[src/rtl/contador_regressivo_mmss_pkg.sv]
// rtl/contador_regressivo_mmss_pkg.sv - shared types and constants for the MM:SS countdown timer
package contador_regressivo_mmss_pkg;

    typedef enum logic [1:0] {
        IDLE  = 2'd0,
        RUN   = 2'd1,
        PAUSE = 2'd2,
        DONE  = 2'd3
    } estado_t;

    localparam logic [3:0] BCD_MAX_UNIDADE = 4'd9;
    localparam logic [3:0] BCD_MAX_DEZENA  = 4'd5;

    // Digit positions inside the 16-bit MM:SS vector, shared with the up-counter display path.
    localparam int SU_LSB = 0;
    localparam int ST_LSB = 4;
    localparam int MU_LSB = 8;
    localparam int MT_LSB = 12;

    function automatic logic bcd_valido(input logic [15:0] v);
        return (v[SU_LSB +: 4] <= BCD_MAX_UNIDADE) &&
               (v[ST_LSB +: 4] <= BCD_MAX_DEZENA)  &&
               (v[MU_LSB +: 4] <= BCD_MAX_UNIDADE) &&
               (v[MT_LSB +: 4] <= BCD_MAX_DEZENA);
    endfunction

endpackage

[src/rtl/contador_regressivo_mmss_digito_regressivo.sv]
// rtl/contador_regressivo_mmss_digito_regressivo.sv - one BCD down-counting digit with borrow out
module digito_regressivo
    import contador_regressivo_mmss_pkg::*;
#(
    parameter logic [3:0] MAX = BCD_MAX_UNIDADE
) (
    input  logic       clock,
    input  logic       reset,
    input  logic       load,
    input  logic [3:0] d_in,
    input  logic       dec_en,
    output logic [3:0] q,
    output logic       borrow
);

    assign borrow = dec_en && (q == 4'd0);

    always_ff @(posedge clock) begin
        if (reset) begin
            q <= 4'd0;
        end else if (load) begin
            q <= d_in;
        end else if (dec_en) begin
            q <= (q == 4'd0) ? MAX : q - 4'd1;
        end
    end

endmodule

[src/rtl/contador_regressivo_mmss.sv]
// rtl/contador_regressivo_mmss.sv - MM:SS BCD countdown timer with prescaler, FSM and load validation
module contador_regressivo_mmss
    import contador_regressivo_mmss_pkg::*;
#(
    parameter int TICK_DIV = 50000000
) (
    input  logic        clock,
    input  logic        reset,
    input  logic        carregar,
    input  logic [15:0] valor_in,
    input  logic        iniciar,
    input  logic        pausar,
    output logic [15:0] vetor,
    output logic        ativo,
    output logic        fim,
    output logic        erro
);

    localparam int PW = (TICK_DIV > 1) ? $clog2(TICK_DIV) : 1;
    localparam logic [PW-1:0] TICK_MAX = PW'(TICK_DIV - 1);

    estado_t       estado, estado_next;
    logic [PW-1:0] prescaler, prescaler_next;
    logic          ativo_next, fim_next, erro_next;

    logic          valido, carregar_aceito, load_ok;
    logic          tick, zero, um, underflow;
    logic          load_digitos;
    logic [15:0]   d_digitos;
    logic [3:0]    su, st, mu, mt;
    logic          b_su, b_st, b_mu;

    assign valido          = bcd_valido(valor_in);
    assign carregar_aceito = carregar && (estado != RUN);
    assign load_ok         = carregar_aceito && valido;
    assign zero            = (vetor == 16'h0000);
    assign um              = (vetor == 16'h0001);
    assign tick            = (estado == RUN) && !pausar && (prescaler == TICK_MAX);

    // A borrow out of the minutes tens would mean counting below 00:00; clamp instead of wrapping.
    assign load_digitos = load_ok || underflow;
    assign d_digitos    = underflow ? 16'h0000 : valor_in;

    digito_regressivo #(.MAX(BCD_MAX_UNIDADE)) u_su (
        .clock(clock), .reset(reset), .load(load_digitos), .d_in(d_digitos[SU_LSB +: 4]),
        .dec_en(tick), .q(su), .borrow(b_su)
    );
    digito_regressivo #(.MAX(BCD_MAX_DEZENA)) u_st (
        .clock(clock), .reset(reset), .load(load_digitos), .d_in(d_digitos[ST_LSB +: 4]),
        .dec_en(b_su), .q(st), .borrow(b_st)
    );
    digito_regressivo #(.MAX(BCD_MAX_UNIDADE)) u_mu (
        .clock(clock), .reset(reset), .load(load_digitos), .d_in(d_digitos[MU_LSB +: 4]),
        .dec_en(b_st), .q(mu), .borrow(b_mu)
    );
    digito_regressivo #(.MAX(BCD_MAX_DEZENA)) u_mt (
        .clock(clock), .reset(reset), .load(load_digitos), .d_in(d_digitos[MT_LSB +: 4]),
        .dec_en(b_mu), .q(mt), .borrow(underflow)
    );

    assign vetor[SU_LSB +: 4] = su;
    assign vetor[ST_LSB +: 4] = st;
    assign vetor[MU_LSB +: 4] = mu;
    assign vetor[MT_LSB +: 4] = mt;

    always_ff @(posedge clock) begin
        if (reset) begin
            estado    <= IDLE;
            prescaler <= '0;
            ativo     <= 1'b0;
            fim       <= 1'b0;
            erro      <= 1'b0;
        end else begin
            estado    <= estado_next;
            prescaler <= prescaler_next;
            ativo     <= ativo_next;
            fim       <= fim_next;
            erro      <= erro_next;
        end
    end

    always_comb begin
        estado_next = estado;
        case (estado)
            IDLE: begin
                if (!carregar_aceito && iniciar) begin
                    estado_next = zero ? DONE : RUN;
                end
            end
            RUN: begin
                if (pausar) begin
                    estado_next = PAUSE;
                end else if (tick && um) begin
                    estado_next = DONE;
                end
            end
            PAUSE: begin
                if (load_ok) begin
                    estado_next = IDLE;
                end else if (!carregar_aceito && !pausar && iniciar) begin
                    estado_next = RUN;
                end
            end
            DONE: begin
                if (load_ok) begin
                    estado_next = IDLE;
                end
            end
            default: estado_next = IDLE;
        endcase
    end

    always_comb begin
        prescaler_next = prescaler;
        fim_next       = 1'b0;
        erro_next      = erro;
        ativo_next     = (estado_next == RUN);
        if (load_ok) begin
            prescaler_next = '0;
            erro_next      = 1'b0;
        end else if (carregar_aceito) begin
            erro_next = 1'b1;
        end else begin
            case (estado)
                IDLE: begin
                    if (iniciar) begin
                        prescaler_next = '0;
                        fim_next       = zero;
                    end
                end
                RUN: begin
                    // Pause freezes the prescaler, which also swallows a tick due on this edge.
                    if (!pausar) begin
                        prescaler_next = tick ? '0 : prescaler + PW'(1);
                        fim_next       = tick && um;
                    end
                end
                default: ;
            endcase
        end
    end

endmodule

[config.mk]
export PLATFORM = sky130hd
export DESIGN_NAME = contador_regressivo_mmss
export DESIGN_NICKNAME = d
export VERILOG_FILES = /design/src/rtl/contador_regressivo_mmss_pkg.sv /design/src/rtl/contador_regressivo_mmss_digito_regressivo.sv /design/src/rtl/contador_regressivo_mmss.sv
export SDC_FILE = /design/constraint.sdc
export NUM_CORES = 1
export LEC_CHECK = 0
export BUFFER_PORTS_ARGS = -buffer_cell sky130_fd_sc_hd__buf_4
export CORE_MARGIN = 2
export CORE_UTILIZATION = 37
export CTS_CLUSTER_DIAMETER = 40
export CTS_CLUSTER_SIZE = 25
export DETAILED_ROUTE_END_ITERATION = 6
export PLACE_DENSITY = 0.56
export SKIP_CTS_REPAIR_TIMING = 1
export SKIP_LAST_GASP = 1
export SYNTH_ARGS = -nofsm -noshare
export SYNTH_HDL_FRONTEND = slang
export SYNTH_SLANG_ARGS = --single-unit
[constraint.sdc]
create_clock -name clock -period 7.79 [get_ports clock]
set_clock_uncertainty 0.2 [all_clocks]
set_input_delay 2.337 -clock clock [delete_from_list [all_inputs] [get_ports clock]]
set_output_delay 2.337 -clock clock [all_outputs]
set_load 0.05 [all_outputs]
# Yosys cells after proc, flatten, opt, wreduce, memory -nomap -nowiden
# Cells that the tools add are included.
dict set report totals {
  regBits 47
  in_bits 21
}
dict set report op_classes {
  mux 28
  eq_ne 9
  magnitude_cmp 4
  bitwise 1
  add_sub_neg 5
  n_reduce_logical 32
}
# cell count
set ops {}
lappend ops {{$mux W26} 3}
lappend ops {{$pmux W26 S2} 1}
lappend ops {{$mux W4} 12}
lappend ops {{$add A26 B1 Y26 const B} 1}
lappend ops {{$eq A26 B26 Y1 const B} 1}
lappend ops {{$eq A16 B1 Y1 const B} 1}
lappend ops {{$logic_not A16 Y1} 1}
lappend ops {{$logic_not A4 Y1} 4}
lappend ops {{$mux W16} 1}
lappend ops {{$sub A4 B1 Y4 const B} 4}
lappend ops {{$logic_and A1 B1 Y1} 15}
lappend ops {{$mux W2} 7}
lappend ops {{$reduce_bool A2 Y1} 5}
lappend ops {{$le A4 B3 Y1 const B} 2}
lappend ops {{$le A4 B4 Y1 const B} 2}
lappend ops {{$pmux W2 S4} 1}
lappend ops {{$eq A2 B1 Y1 const B} 2}
lappend ops {{$eq A2 B2 Y1 const B} 2}
lappend ops {{$ne A2 B2 Y1 const B} 2}
lappend ops {{$reduce_and A4 Y1} 1}
lappend ops {{$reduce_or A3 Y1} 1}
lappend ops {{$logic_not A1 Y1} 2}
lappend ops {{$logic_not A2 Y1} 1}
lappend ops {{$mux W1} 2}
lappend ops {{other kinds (5)} 5}

# Longest topological paths before layout
dict set report logic_depth {
  word_depth 9
  ltp_mapped 8
  depth_no_buf 6
}

# Modules after synthesis
# From an unflattened synthesis, not the netlist that was laid out.
dict set report unflattened {
  cells_unflattened 321
  area_unflattened_um2 2778.9
}
# module seq_area_each_um2 cells_per_inst instances area_per_inst_um2
set modules_own_cells {}
lappend modules_own_cells {contador_regressivo_mmss 620.6 227 1 1928.1}
lappend modules_own_cells {{digito_regressivo at u_mu ...} 80.1 24 2 221.5}
lappend modules_own_cells {{digito_regressivo at u_mt ...} 80.1 23 2 203.9}

# Worst setup path after synthesis
# Ideal clock, no wire load.
dict set report synth_timing {
  kind {input to register}
  startpoint {input pausar}
  endpoint {register u_su.q[1]}
  arrival_ns 4.209
  setup_ns 0.091
  path_buffers 1
  cell_stages 6
  setup_slack_ns 3.290
  path_cell_list {or3b_1 > buf_2 > nor4_2 > nand2_1 > or4_1 > a311oi_1}
}
dict set report synth_between {
  elab_chain_len 9
  word_cells_on_any_way 11
  classes_between {mux: 2; reduce/logical: 9}
}
# element line
set synth_rtl {}
lappend synth_rtl {{start: declaration} contador_regressivo_mmss.sv:12} ;# input logic pausar,
lappend synth_rtl {{$logic_not A1 Y1 *} --}
lappend synth_rtl {{$logic_and A1 B1 Y1 * (2 in series)} contador_regressivo_mmss.sv:38} ;# assign tick = (estado == RUN) && !pausar && (prescaler == TICK_MAX);
lappend synth_rtl {{$logic_and A1 B1 Y1 (4 in series)} contador_regressivo_mmss_digito_regressivo.sv:16} ;# assign borrow = dec_en && (q == 4'd0);
lappend synth_rtl {{$mux W16 or $logic_or A1 B1 Y1 (tied branches)} {contador_regressivo_mmss.sv:42, contador_regressivo_mmss.sv:41}}
lappend synth_rtl {{$mux W4 or $reduce_bool A2 Y1 (tied branches)} --}
lappend synth_rtl {{end signal: assignment} contador_regressivo_mmss_digito_regressivo.sv:22} ;# q <= d_in;
lappend synth_rtl {{end signal: assignment} contador_regressivo_mmss_digito_regressivo.sv:24} ;# q <= (q == 4'd0) ? MAX : q - 4'd1;
lappend synth_rtl {{end: declaration} contador_regressivo_mmss_digito_regressivo.sv:12} ;# output logic [3:0] q,
# Mark *: on every way between the ends. The rest lies on a longest branch, timed or not.
# A chain may end at the register's enable or synchronous reset.

# Worst setup path in the final report
dict set report layout_timing {
  startpoint {input pausar}
  endpoint {register prescaler[9]}
}
dict set report layout_between {
  elab_chain_len 6
  word_cells_on_any_way 8
  classes_between {eq/ne: 1; mux: 3; reduce/logical: 4}
}
# element line
set layout_rtl {}
lappend layout_rtl {{$logic_not A1 Y1} --}
lappend layout_rtl {{$logic_and A1 B1 Y1 (2 in series)} contador_regressivo_mmss.sv:38}
lappend layout_rtl {{$mux W26} contador_regressivo_mmss.sv:134} ;# prescaler_next = tick ? '0 : prescaler + PW'(1);
lappend layout_rtl {{$mux W26} contador_regressivo_mmss.sv:133} ;# if (!pausar) begin
lappend layout_rtl {{$pmux W26 S2} contador_regressivo_mmss.sv:124} ;# case (estado)
lappend layout_rtl {{end signal: assignment} contador_regressivo_mmss.sv:75} ;# prescaler <= prescaler_next;
lappend layout_rtl {{end: declaration} contador_regressivo_mmss.sv:23} ;# logic [PW-1:0] prescaler, prescaler_next;
# Parallel ways exist; a longest one is shown, timed or not. The select of a mux whose other input is x is not followed.

==> flow_metrics.env <==
export IMPL_antenna_found_initial=0
export IMPL_hold_viol=0
export IMPL_power_density_nw_per_um2=148
export IMPL_globalplace_congestion=0.821
export IMPL_ys_seq_area_frac=0.342
export IMPL_vias_per_cell=5.78
export IMPL_syn_num_nets=368
export IMPL_synth_area_per_cell_um2=7.96
export IMPL_timing_final_crit_period_ns=4.95
export IMPL_hold_slack_ns=0.268
export IMPL_grt_pass1_wl_um=12700
export IMPL_end_kind="flip-flop"
export IMPL_synth_edf_count=0
export IMPL_layout_common_cells="47 x dfxtp_1, 41 x buf_4, 37 x nand2_1"
export IMPL_top_layer="met4"
export IMPL_clk_pin_slew_ns=0.08
export IMPL_hp_class="flip-flop to flip-flop"
export IMPL_setup_viol=0
export IMPL_setup_worst_path_class="input port to flip-flop"
export IMPL_grt_max_degree=26
export IMPL_wl_met3_um=429
export IMPL_row_count=31
export IMPL_status="completed"
export IMPL_core_um2=7210
export IMPL_clockBufferDepth=2
export IMPL_die_y_um=90.3
export IMPL_fin_nets=397
export IMPL_slew_headroom=0.226
export IMPL_netlist_area_um2=2760
export IMPL_wl_met1_um=3400
export IMPL_grt_pass1_vias=2642
export IMPL_dp_hpwl_um=5540
export IMPL_worstPathRequired_ns=7.73
export IMPL_tritoncts="built"
export IMPL_dr_first_iter_drc_count=107
export IMPL_antennaDiodeCount=0
export IMPL_wire_per_inst_um=15.9
export IMPL_ctsHtreeMaxLevel=2
export IMPL_cts_sinks=47
export IMPL_vias=2742
export IMPL_track_usage=0.186
export IMPL_final_common_cell="dfxtp_1"
export IMPL_dr_pass1_iters=5
export IMPL_area_delta_synth_final_pct=15.7
export IMPL_wl_um=7550
export IMPL_finalCritPeriodShare=0.635
export IMPL_clkLatencyLatePin_ns=0.30
export IMPL_yosys_register_bits=47
export IMPL_cts_root_buf="clkbuf_8"
export IMPL_drc=0
export IMPL_cts_buffers=5
export IMPL_grt_overflow=0
export IMPL_maxCapViolCount=0
export IMPL_p_leak_uw=0.00110
export IMPL_fmax_mhz=202
export IMPL_tns_ns=0
export IMPL_cp_start_kind="input port"
export IMPL_io_buffers=39
export IMPL_dieWidth_um=90.3
export IMPL_pin_count=40
export IMPL_rsz0062_at_grt="no"
export IMPL_synthFlopType="dfxtp_1"
export IMPL_ir_drop_mv=0.0844
export IMPL_worst_pin_slew_ns=1.16
export IMPL_slew_violations=0
export IMPL_dieArea_um2=8150
export IMPL_crit_arrival_ns=4.88
export IMPL_ys_types=60
export IMPL_synth_cells=346
export IMPL_drive_gt1_frac=0.173
export IMPL_cp_max_fo=16
export IMPL_ys_warn_count=0
export IMPL_start_util=0.382
export IMPL_postRouteAntennaNets=0
export IMPL_async_reset_ff_frac=0
export IMPL_wl_met2_um=3620
==> metal layers <==
layer / vias to the layer above / global-route usage
met5: - / 0
met4: 0 / 0.0590
met3: 10 / 0.0451
li1: 1377 / -
met2: 77 / 0.320
met1: 1278 / 0.229
==> worst paths after layout <==
check / start / end / slack [ns] / cells past startpoint
hold / removal: erro / erro / 0.27 / 2
setup reg to reg: estado[0] / prescaler[9] / 4.48 / 5
setup / recovery: pausar / prescaler[9] / 2.84 / 6
hold reg to reg: erro / erro / 0.27 / 2
==> registers in the layout (all words and copies together), names as in the netlist <==
register   count
prescaler     26
u_mt.q         4
u_mu.q         4
u_st.q         4
u_su.q         4
estado         2
ativo          1
erro           1
fim            1
==> layout make-up <==
cell class	count	area, um2
Fill cell	767	4030
Multi-Input combinational cell	274	1700
Sequential cell	47	941
Timing Repair Buffer	41	308
Tap cell	99	124
Clock buffer	6	82.6
Inverter	6	22.5
Clock inverter	1	5.00
==> where the power goes <==
part / switching, uW / leakage, uW / internal, uW
clock: 82.5 / 0.0000470 / 69.9
combinational: 42.4 / 0.000674 / 24.3
sequential: 6.48 / 0.000380 / 245
total: 131 / 0.00110 / 339
==> worst max-delay path, stage by stage <==
cell and delay (ns):
buf_4 0.12, or3b_1 0.48, nor4_2 0.63, a21oi_2 0.25, o21bai_1 0.95, nor2_1 0.11
==> stage by stage <==
step                std cells   util  instance area (um2)  setup slack (ns)  power, uW
global placement          467  0.430                 3100              2.62        323
global route              474  0.442                 3190              2.54        490
finish                    474  0.442                 3190              2.84        470
floorplan                 346      -                 2760              3.29        300
CTS                       474  0.442                 3190              2.83        474
detailed placement        467  0.430                 3100              2.53        323
==> cell families (layout without fill, tap and decap cells) <==
logic type	after synthesis	count (layout)	synth area share
AO/OA/AOI/OAI	76	76	0.190
XOR/XNOR	13	13	0.0413
adder cells (fa/ha/maj)	1	1	0.00454
buffers and inverters	25	54	0.0400
flip-flops	47	47	0.342
multiplexers	2	2	0.00727
AND/OR/NAND/NOR	182	182	0.375
==> synthesized netlist by cell type, drive strengths merged, types with 3 or more instances <==
| cell type | number | area share |
|---|---|---|
| nor2 | 34 | 0.046 |
| nand3 | 21 | 0.038 |
| nand2 | 37 | 0.050 |
| nor4 | 9 | 0.030 |
| a211oi | 8 | 0.024 |
| or4b | 4 | 0.016 |
| inv | 6 | 0.0082 |
| o31ai | 3 | 0.0082 |
| a311oi | 11 | 0.035 |
| clkbuf | 12 | 0.016 |
| or4 | 8 | 0.022 |
| and2 | 3 | 0.0068 |
| or3 | 5 | 0.012 |
| dfxtp | 47 | 0.34 |
| and4 | 6 | 0.020 |
| nor2b | 5 | 0.011 |
| nor3b | 3 | 0.0082 |
| nand4 | 12 | 0.033 |
| and3 | 6 | 0.014 |
| o21ai | 17 | 0.031 |
| a31oi | 10 | 0.023 |
| buf | 7 | 0.015 |
| or2 | 3 | 0.0068 |
| xor2 | 8 | 0.025 |
| xnor2 | 5 | 0.016 |
| nor3 | 13 | 0.024 |
| a21oi | 12 | 0.023 |
| nand3b | 6 | 0.016 |
Note: power is estimated with default switching activity, not from simulation.
